<file path="src/rtl/mips_hazard_ctrl.sv">
//------------------------------------------------------------------------------
// Module   : mips_hazard_ctrl
// Purpose  : Pipeline hazard control for the 5-stage MIPS_32 core. Tracks the
//            destination tags of in-flight instructions and produces EX
//            forwarding selects, load-use stalls, branch flushes and a
//            retired-instruction counter.
// Options  : `define HAZARD_PERF_CNT_EN to build the stall/flush counters.
// Revision : 1.0 - initial release
//------------------------------------------------------------------------------
`default_nettype none

module mips_hazard_ctrl #(
  parameter int AW         = 5,
  parameter int CNT_W      = 32,
  parameter int FORWARDING = 1,
  parameter int ZERO_REG   = 1
) (
  input  logic             clk,
  input  logic             rst_n,
  input  logic             i_id_valid,
  input  logic [AW-1:0]    i_id_rs,
  input  logic [AW-1:0]    i_id_rt,
  input  logic             i_id_use_rs,
  input  logic             i_id_use_rt,
  input  logic             i_id_reg_write,
  input  logic [AW-1:0]    i_id_wr_addr,
  input  logic             i_id_mem_read,
  input  logic             i_mem_branch_taken,
  output logic             o_stall,
  output logic             o_bubble_ex,
  output logic             o_flush,
  output logic [1:0]       o_fwd_a,
  output logic [1:0]       o_fwd_b,
  output logic [CNT_W-1:0] o_retired,
  output logic [CNT_W-1:0] o_stall_cnt,
  output logic [CNT_W-1:0] o_flush_cnt
);

  // EX tag carries the sources as well so forwarding can be resolved in EX.
  logic          r_ex_valid, r_ex_rw, r_ex_mr, r_ex_use_rs, r_ex_use_rt;
  logic [AW-1:0] r_ex_wa, r_ex_rs, r_ex_rt;
  logic          r_mem_valid, r_mem_rw;
  logic [AW-1:0] r_mem_wa;
  logic          r_wb_valid, r_wb_rw;
  logic [AW-1:0] r_wb_wa;
  logic [CNT_W-1:0] r_retired;
  logic          w_hazard;

  // A tag produces R when it is a live register write to R; r0 never counts
  // when it is hard-wired.
  function automatic logic f_writes(input logic v, input logic rw,
                                    input logic [AW-1:0] wa,
                                    input logic [AW-1:0] r);
    return v && rw && (wa == r) && !((ZERO_REG != 0) && (r == '0));
  endfunction

  assign o_flush     = i_mem_branch_taken;
  // A taken branch kills the stalled instruction anyway, so flush wins.
  assign o_stall     = i_id_valid && w_hazard && !i_mem_branch_taken;
  assign o_bubble_ex = o_stall;
  assign o_retired   = r_retired;

  generate
    if (FORWARDING != 0) begin : g_fwd
      // Forward selects for the EX operands (MEM beats WB) and load-use detect.
      always_comb begin
        o_fwd_a = 2'b00;
        o_fwd_b = 2'b00;
        if (r_ex_valid && r_ex_use_rs) begin
          if (f_writes(r_mem_valid, r_mem_rw, r_mem_wa, r_ex_rs))   o_fwd_a = 2'b01;
          else if (f_writes(r_wb_valid, r_wb_rw, r_wb_wa, r_ex_rs)) o_fwd_a = 2'b10;
        end
        if (r_ex_valid && r_ex_use_rt) begin
          if (f_writes(r_mem_valid, r_mem_rw, r_mem_wa, r_ex_rt))   o_fwd_b = 2'b01;
          else if (f_writes(r_wb_valid, r_wb_rw, r_wb_wa, r_ex_rt)) o_fwd_b = 2'b10;
        end
        w_hazard = r_ex_mr &&
                   ((i_id_use_rs && f_writes(r_ex_valid, r_ex_rw, r_ex_wa, i_id_rs)) ||
                    (i_id_use_rt && f_writes(r_ex_valid, r_ex_rw, r_ex_wa, i_id_rt)));
      end
    end else begin : g_nofwd
      // No bypass paths: any in-flight producer of a used source stalls ID.
      always_comb begin
        o_fwd_a  = 2'b00;
        o_fwd_b  = 2'b00;
        w_hazard = (i_id_use_rs && (f_writes(r_ex_valid,  r_ex_rw,  r_ex_wa,  i_id_rs) ||
                                    f_writes(r_mem_valid, r_mem_rw, r_mem_wa, i_id_rs) ||
                                    f_writes(r_wb_valid,  r_wb_rw,  r_wb_wa,  i_id_rs))) ||
                   (i_id_use_rt && (f_writes(r_ex_valid,  r_ex_rw,  r_ex_wa,  i_id_rt) ||
                                    f_writes(r_mem_valid, r_mem_rw, r_mem_wa, i_id_rt) ||
                                    f_writes(r_wb_valid,  r_wb_rw,  r_wb_wa,  i_id_rt)));
      end
    end
  endgenerate

  // Advance the stage tags; stall bubbles EX, flush also kills MEM.
  always_ff @(posedge clk) begin
    if (!rst_n) begin
      r_ex_valid  <= 1'b0;
      r_ex_rw     <= 1'b0;
      r_ex_mr     <= 1'b0;
      r_ex_use_rs <= 1'b0;
      r_ex_use_rt <= 1'b0;
      r_ex_wa     <= '0;
      r_ex_rs     <= '0;
      r_ex_rt     <= '0;
      r_mem_valid <= 1'b0;
      r_mem_rw    <= 1'b0;
      r_mem_wa    <= '0;
      r_wb_valid  <= 1'b0;
      r_wb_rw     <= 1'b0;
      r_wb_wa     <= '0;
    end else begin
      r_ex_valid  <= i_id_valid && !o_stall && !o_flush;
      r_ex_rw     <= i_id_reg_write;
      r_ex_mr     <= i_id_mem_read;
      r_ex_use_rs <= i_id_use_rs;
      r_ex_use_rt <= i_id_use_rt;
      r_ex_wa     <= i_id_wr_addr;
      r_ex_rs     <= i_id_rs;
      r_ex_rt     <= i_id_rt;
      r_mem_valid <= r_ex_valid && !o_flush;
      r_mem_rw    <= r_ex_rw;
      r_mem_wa    <= r_ex_wa;
      r_wb_valid  <= r_mem_valid;
      r_wb_rw     <= r_mem_rw;
      r_wb_wa     <= r_mem_wa;
    end
  end

  // Count every instruction that reaches WB.
  always_ff @(posedge clk) begin
    if (!rst_n) r_retired <= '0;
    else if (r_wb_valid) r_retired <= r_retired + 1'b1;
  end

`ifdef HAZARD_PERF_CNT_EN
  logic [CNT_W-1:0] r_stall_cnt, r_flush_cnt;

  // Performance counters: cycles stalled and cycles flushing.
  always_ff @(posedge clk) begin
    if (!rst_n) begin
      r_stall_cnt <= '0;
      r_flush_cnt <= '0;
    end else begin
      if (o_stall) r_stall_cnt <= r_stall_cnt + 1'b1;
      if (o_flush) r_flush_cnt <= r_flush_cnt + 1'b1;
    end
  end

  assign o_stall_cnt = r_stall_cnt;
  assign o_flush_cnt = r_flush_cnt;
`else
  assign o_stall_cnt = '0;
  assign o_flush_cnt = '0;
`endif

endmodule

`default_nettype wire

</file>
<file path="config.mk">
export PLATFORM = sky130hd
export DESIGN_NAME = mips_hazard_ctrl
export DESIGN_NICKNAME = d
export VERILOG_FILES = /design/src/rtl/mips_hazard_ctrl.sv
export SDC_FILE = /design/constraint.sdc
export NUM_CORES = 1
export LEC_CHECK = 0
export CORE_ASPECT_RATIO = 1.5
export CORE_MARGIN = 3
export CORE_UTILIZATION = 45
export DETAILED_ROUTE_END_ITERATION = 10
export PLACE_DENSITY_LB_ADDON = 0.1
export SYNTH_ARGS = -nofsm -noshare
export SYNTH_HDL_FRONTEND = slang
export SYNTH_SLANG_ARGS = --single-unit
export TNS_END_PERCENT = 5
</file>
<file path="constraint.sdc">
create_clock -name clk -period 2.3 [get_ports clk]
set_input_delay 0.46 -clock clk [delete_from_list [all_inputs] [get_ports clk]]
set_output_delay 0.46 -clock clk [all_outputs]
set_load 0.02 [all_outputs]
</file>
==> metrics.txt, run 1 <==
Crit Path Class flip-flop to output port; vias in the first global route 2660; Die ar. roughly 8700 sq um; final worst clock skew roughly 5.4 ps; Final Hold Fails 0; port bufs between 60 and 70; MaxCap Viol Count 0; post-detailed-route wirelength per cell 12.9 um; FF-to-FF Start o_retired[8]; Cells after Synth 387; Seq cells post-synth 66; Synth warnings 0; Pwr Density 551 nW/um^2; status complete, but fails checks; FFs w/ async S/R, synth 0%; crit-path max cell delay ~540 ps; r2r endpoint o_retired[23]; Data required, critical path roughly 1800 ps; RSZ-0062 raised after global routing true; Reg2Reg Setup Slack roughly 220 ps; Synth top area share between 30 and 40%; Routed Antenna Nets 0; TritonCTS Buffers 9; vias between 2000 and 3000; min cycle time layout approximately 2300 ps; Final HPWL DP between 5 and 6 mm; placed cell area just over 4000 sq um; Worst Setup Start Kind flip-flop; initial antenna violation count 0; later-pin clock latency in the skew report ~330 ps; Layout Cells excl Fill ~590; Placer Congestion roughly 0.8; gr usage total around 17%; number of enable flip-flop cells after synthesis 0; Setup TNS -26.9 ps; syn avg cell area about 9 sq um; CP max FO 2; drt via density around 5; utilization after layout between 50% and 60%; initial core utilization 46.8%; Clock Pin Slew Worst Setup and Hold Paths ~70 ps; Syn Std Cell Area between 3000 and 4000 sq um; max_slew headroom between 60 and 70%; multi-input logic area approximately 1800 sq um; H-tree lvl count 3; fillers between 600 and 700; Final Cycle Share 101%; first drt pass iteration count 4; worst-case reg-to-reg path depth 5; CORE AREA slightly above 7000 sq um; nets@finish 507; Die Height about 110 um; Leak around 1.7 nW; first-pass GRT wire length about 12 mm; Peak Freq roughly 430 MHz; min-delay worst type primary input to flip-flop; Placement Setup Slack -525 ps; CTS tree yes; Worst Hold Launch i_id_rs[0]; drc violations 0; CTS Hold Buffers Added 0; Antenna diodes 0; failing checks setup timing; worst slew pin tran around 530 ps; Hold Crit Endpoint r_ex_rs[0]; drt total wl 7.59 mm; Yosys top cell by area dfxtp_1; Clock Tree Root clkbuf_8; I/O pin count ~130; Layout area overhead 27.9%; WHS between 400 and 500 ps; sequential cell area 1320 sq um; most frequent cells after synthesis buf_4, dfxtp_1, and2_1; clk sink count 66; largest net degree at the start of global routing 39; initial DRC count 49; Site Rows 38; CP max stage cell or4_4; Final Power ~2.4 mW; main area contributors after synthesis dfxtp_1, buf_4, xnor2_1; ys flop type dfxtp_1; ratio of cells with drive above 1 in the final layout between 10% and 20%; setup ws final -26.9 ps; register area share after synthesis 38.8%; post-route design area 4360 sq um; die width between 70 and 80 um; Unique masters post-synth 39; Finish-stage setup viols 1; Setup crit end kind output port; Final Max Slew Viols 0; crit path cell chain or4_4 -> nor2_4 -> nor3_2 -> nor4_1 -> buf_4 -> buf_6; Placed Cells around 570; Max clock buf depth 2; Data arrival, critical path 1870 ps; Overflow after GRT 0; Worst Hold Depth 2; Max rail drop VDD around 0.00034 V
power by group:
group          internal, mW  switching (mW)
clock network         0.520           0.421
registers              1.17          0.0214
logic                 0.104           0.167
registers in the layout (all words and copies together) (netlist names):
name and count:
o_retired 32, r_ex_mr 1, r_ex_rs 5, r_ex_rt 5
r_ex_rw 1, r_ex_use_rs 1, r_ex_use_rt 1, r_ex_valid 1
r_ex_wa 5, r_mem_rw 1, r_mem_valid 1, r_mem_wa 5
r_wb_rw 1, r_wb_valid 1, r_wb_wa 5
layout by cell type, fill, tap and decap left out, types with 14 or more instances in the layout:
master / count
and2_1: 30
buf_4: 38
a21oi_1: 18
or4_1: 14
xnor2_1: 23
nand2_1: 20
clkdlybuf4s50_1: 47
dfxtp_1: 64
nand3_1: 15
nand4_1: 16
nor2_1: 17
conb_1: 64
xor2_1: 14
worst max-delay path, delay by kind of cell (launching register included):
family / cells / cell delay, ps
simple gates: 4 / 950
flops: 1 / 310
buf+inv: 2 / 270
repair_timing:
| item | 4_1_cts | 5_1_grt |
|---|---|---|
| gates cloned | 0 | 0 |
| endpoints found under the hold margin | 0 | 0 |
| buffers inserted | 1 | 0 |
| gates resized for setup | 36 | 14 |
| setup endpoints to repair | 6 | 5 |
| pin swaps | 7 | 8 |
worst max path at each step:
stage / start / endpoint / cells past startpoint
6_report: r_ex_rs[1] / o_fwd_a[1] / 6
5_1_grt: r_ex_rs[1] / o_fwd_a[1] / 6
4_1_cts: r_ex_rs[4] / o_fwd_a[1] / 6
3_5_place_dp: i_id_rt[3] / o_stall / 6
3_3_place_gp: i_id_rt[2] / o_stall / 6
2_1_floorplan: o_retired[0] / o_retired[28] / 5
layout make-up:
cell class / count / area share (%)
tap: 100 / 2.87
clock inverter: 5 / 1.26
clock buffer: 10 / 3.16
inverter: 6 / 0.517
multi-input combinational: 302 / 41.5
timing repair buffer: 98 / 20.3
sequential: 66 / 30.4
logic make-up (layout without fill, tap and decap cells):
family,count (synthesis),count (layout),synth area share [%]
buffers and inverters,82,119,16.6
flip-flops,66,66,38.8
AO/OA/AOI/OAI,42,42,7.46
adder cells (fa/ha/maj),1,1,0.367
AND/OR/NAND/NOR,154,154,26.0
XOR/XNOR,37,37,9.51
other,1,64,0.110
multiplexers,4,4,1.18
per-layer routing:
metal	up-vias	GRT usage, %	wire length [um]
met5	-	0	0
met4	0	9.86	187
met3	16	4.01	358
met2	87	33.4	4270
met1	1345	16.1	2770
li1	1412	-	-
No activity file was read; power rests on OpenSTA's default activity.
==> inputs of run 2 (changes only) <==
Settings changed: CORE_UTILIZATION 45 to 30.
==> run 2 against run 1 <==
The flow still finishes with violations (setup timing). Flip-flop and latch count did not move. Utilization shrank 18 points. Fmax rose by 0.32%. Via count is 0.84% lower. Clock-buffer cell count fell by 1. Setup slack better by 7.5 ps. Hold slack improved by 12 ps. First-iteration DRC count rose by 45%. Register-to-register slack gained 50 ps. Routed wire length rose by 10%. Critical path depth up 2. Sequential power about the same.
==> metrics.txt, run 2 (synthesized netlist as in run 1, its figures left out) <==
min-delay worst type primary input to flip-flop; nets@finish approximately 500; utilization after layout approximately two fifths; min cycle time layout about 2300 ps; Clock Pin Slew Worst Setup and Hold Paths 60 ps; Worst Setup Start Kind flip-flop; Setup crit end kind output port; crit path cell chain or4_4 -> nor2_4 -> buf_4 -> buf_4 -> buf_4 -> nor4_2 -> buf_4 -> buf_6; Peak Freq roughly 430 MHz; most frequent cells in the layout conb_1, dfxtp_1, clkdlybuf4s50_1; Pwr Density approximately 640 nW/um^2; initial DRC count ~70; initial core utilization approximately 31%; I/O pin count 126; initial antenna violation count 0; Finish-stage setup viols 1; Site Rows 47; drt total wl 8.37 mm; multi-input logic area between 1500 and 2000 sq um; Overflow after GRT 0; final worst clock skew 6.50 ps; setup ws final -19.4 ps; Crit Path Class flip-flop to output port; fillers around 1200; die width ~93 um; Routed Antenna Nets 0; drc violations 0; max_slew headroom between 50% and 60%; max FFs per register 32; Data required, critical path between 1500 and 2000 ps; H-tree lvl count 3; Layout Cells excl Fill roughly 640; Antenna diodes 0; CTS tree yes; Leak ~1.8 nW; RSZ-0062 raised after global routing true; WHS around 460 ps; Setup TNS -19.4 ps; first-pass GRT wire length about 14 mm; largest net degree at the start of global routing 39; Final Cycle Share 101%; first drt pass iteration count 4; CP max FO 2; Max clock buf depth 2; CORE AREA about 11000 sq um; Max rail drop VDD 0.000384 V; Clock Tree Root clkbuf_16; CP dominant cell by count buf_4; GR Layer Usage met1 roughly an eighth; MaxCap Viol Count 0; Die Height roughly 140 um; Most Used Layer, Global Route met2; Final Max Slew Viols 0; vias 2836; crit-path max cell delay ~540 ps; ratio of cells with drive above 1 in the final layout between 10% and 20%; Layout area overhead 34.6%; TritonCTS Buffers 9; worst slew pin tran between 600 and 700 ps; met2 Usage GRT approximately a quarter; Final HPWL DP 6.59 mm; CP max stage cell or4_4; Die ar. 12700 sq um; placed cell area around 4200 sq um; port bufs about 60; met3 Usage GRT approximately 3.2%; clk sink count 66; sequential cell area 1320 sq um; later-pin clock latency in the skew report 330 ps; failing checks setup timing; post-detailed-route wirelength per cell between 10 and 15 um; Placed Cells between 600 and 700; Data arrival, critical path 1860 ps; drt via density between 4 and 5; Buf+Inv Stages, Crit Path 5; status complete, but fails checks; gr usage total between 10% and 20%; Final Hold Fails 0; Top delay family on crit path simple AND/OR/NAND/NOR gates; post-route design area about 4600 sq um; Placer Congestion between 0.8 and 0.9; vias in the first global route 2770
-- run 2: cell type report --
class | instances | share of cell area, %
Multi-Input combinational cell | 302 | 39.6
Sequential cell | 66 | 28.9
Clock buffer | 9 | 4.91
Inverter | 6 | 0.491
Clock inverter | 7 | 2.24
Timing Repair Buffer | 104 | 19.9
Tap cell | 147 | 4.01
-- run 2: stage by stage --
step	setup slack [ps]	power (mW)
3_5_place_dp	-666	1.48
2_1_floorplan	71.9	1.47
6_report	-19.4	2.96
3_3_place_gp	-616	1.48
5_1_grt	-86.2	3.08
4_1_cts	-89.5	3.00
-- run 2: final timing paths --
path / endpoint / cells after the start / start / slack [ps]
max: o_fwd_a[1] / 8 / r_ex_rs[4] / -20
min: r_ex_rt[1] / 2 / i_id_rt[1] / 460
max reg2reg: o_retired[31] / 5 / o_retired[12] / 270
min reg2reg: r_mem_rw / 1 / r_ex_rw / 480
-- run 2: repair_timing --
| item | in CTS | in global routing |
|---|---|---|
| buffers inserted | 3 | 0 |
| hold buffers | 0 | 0 |
| resized for setup | 49 | 4 |
| setup endpoints to repair | 6 | 4 |
| pin swaps | 13 | 6 |
-- run 2: per-layer routing --
| layer | vias up | part of all wire, % |
|---|---|---|
| met3 | 12 | 4.5 |
| met5 | - | 0 |
| li1 | 1429 | - |
| met2 | 78 | 57 |
| met1 | 1317 | 36 |
| met4 | 0 | 2.1 |
-- run 2: power breakdown --
| part | leakage, nW | total [mW] | switching, mW | internal, mW |
|---|---|---|---|---|
| clock | 0.156 | 1.49 | 0.528 | 0.957 |
| sequential | 0.539 | 1.19 | 0.0222 | 1.17 |
| combinational | 1.10 | 0.279 | 0.171 | 0.108 |
| total | 1.80 | 2.96 | 0.721 | 2.24 |
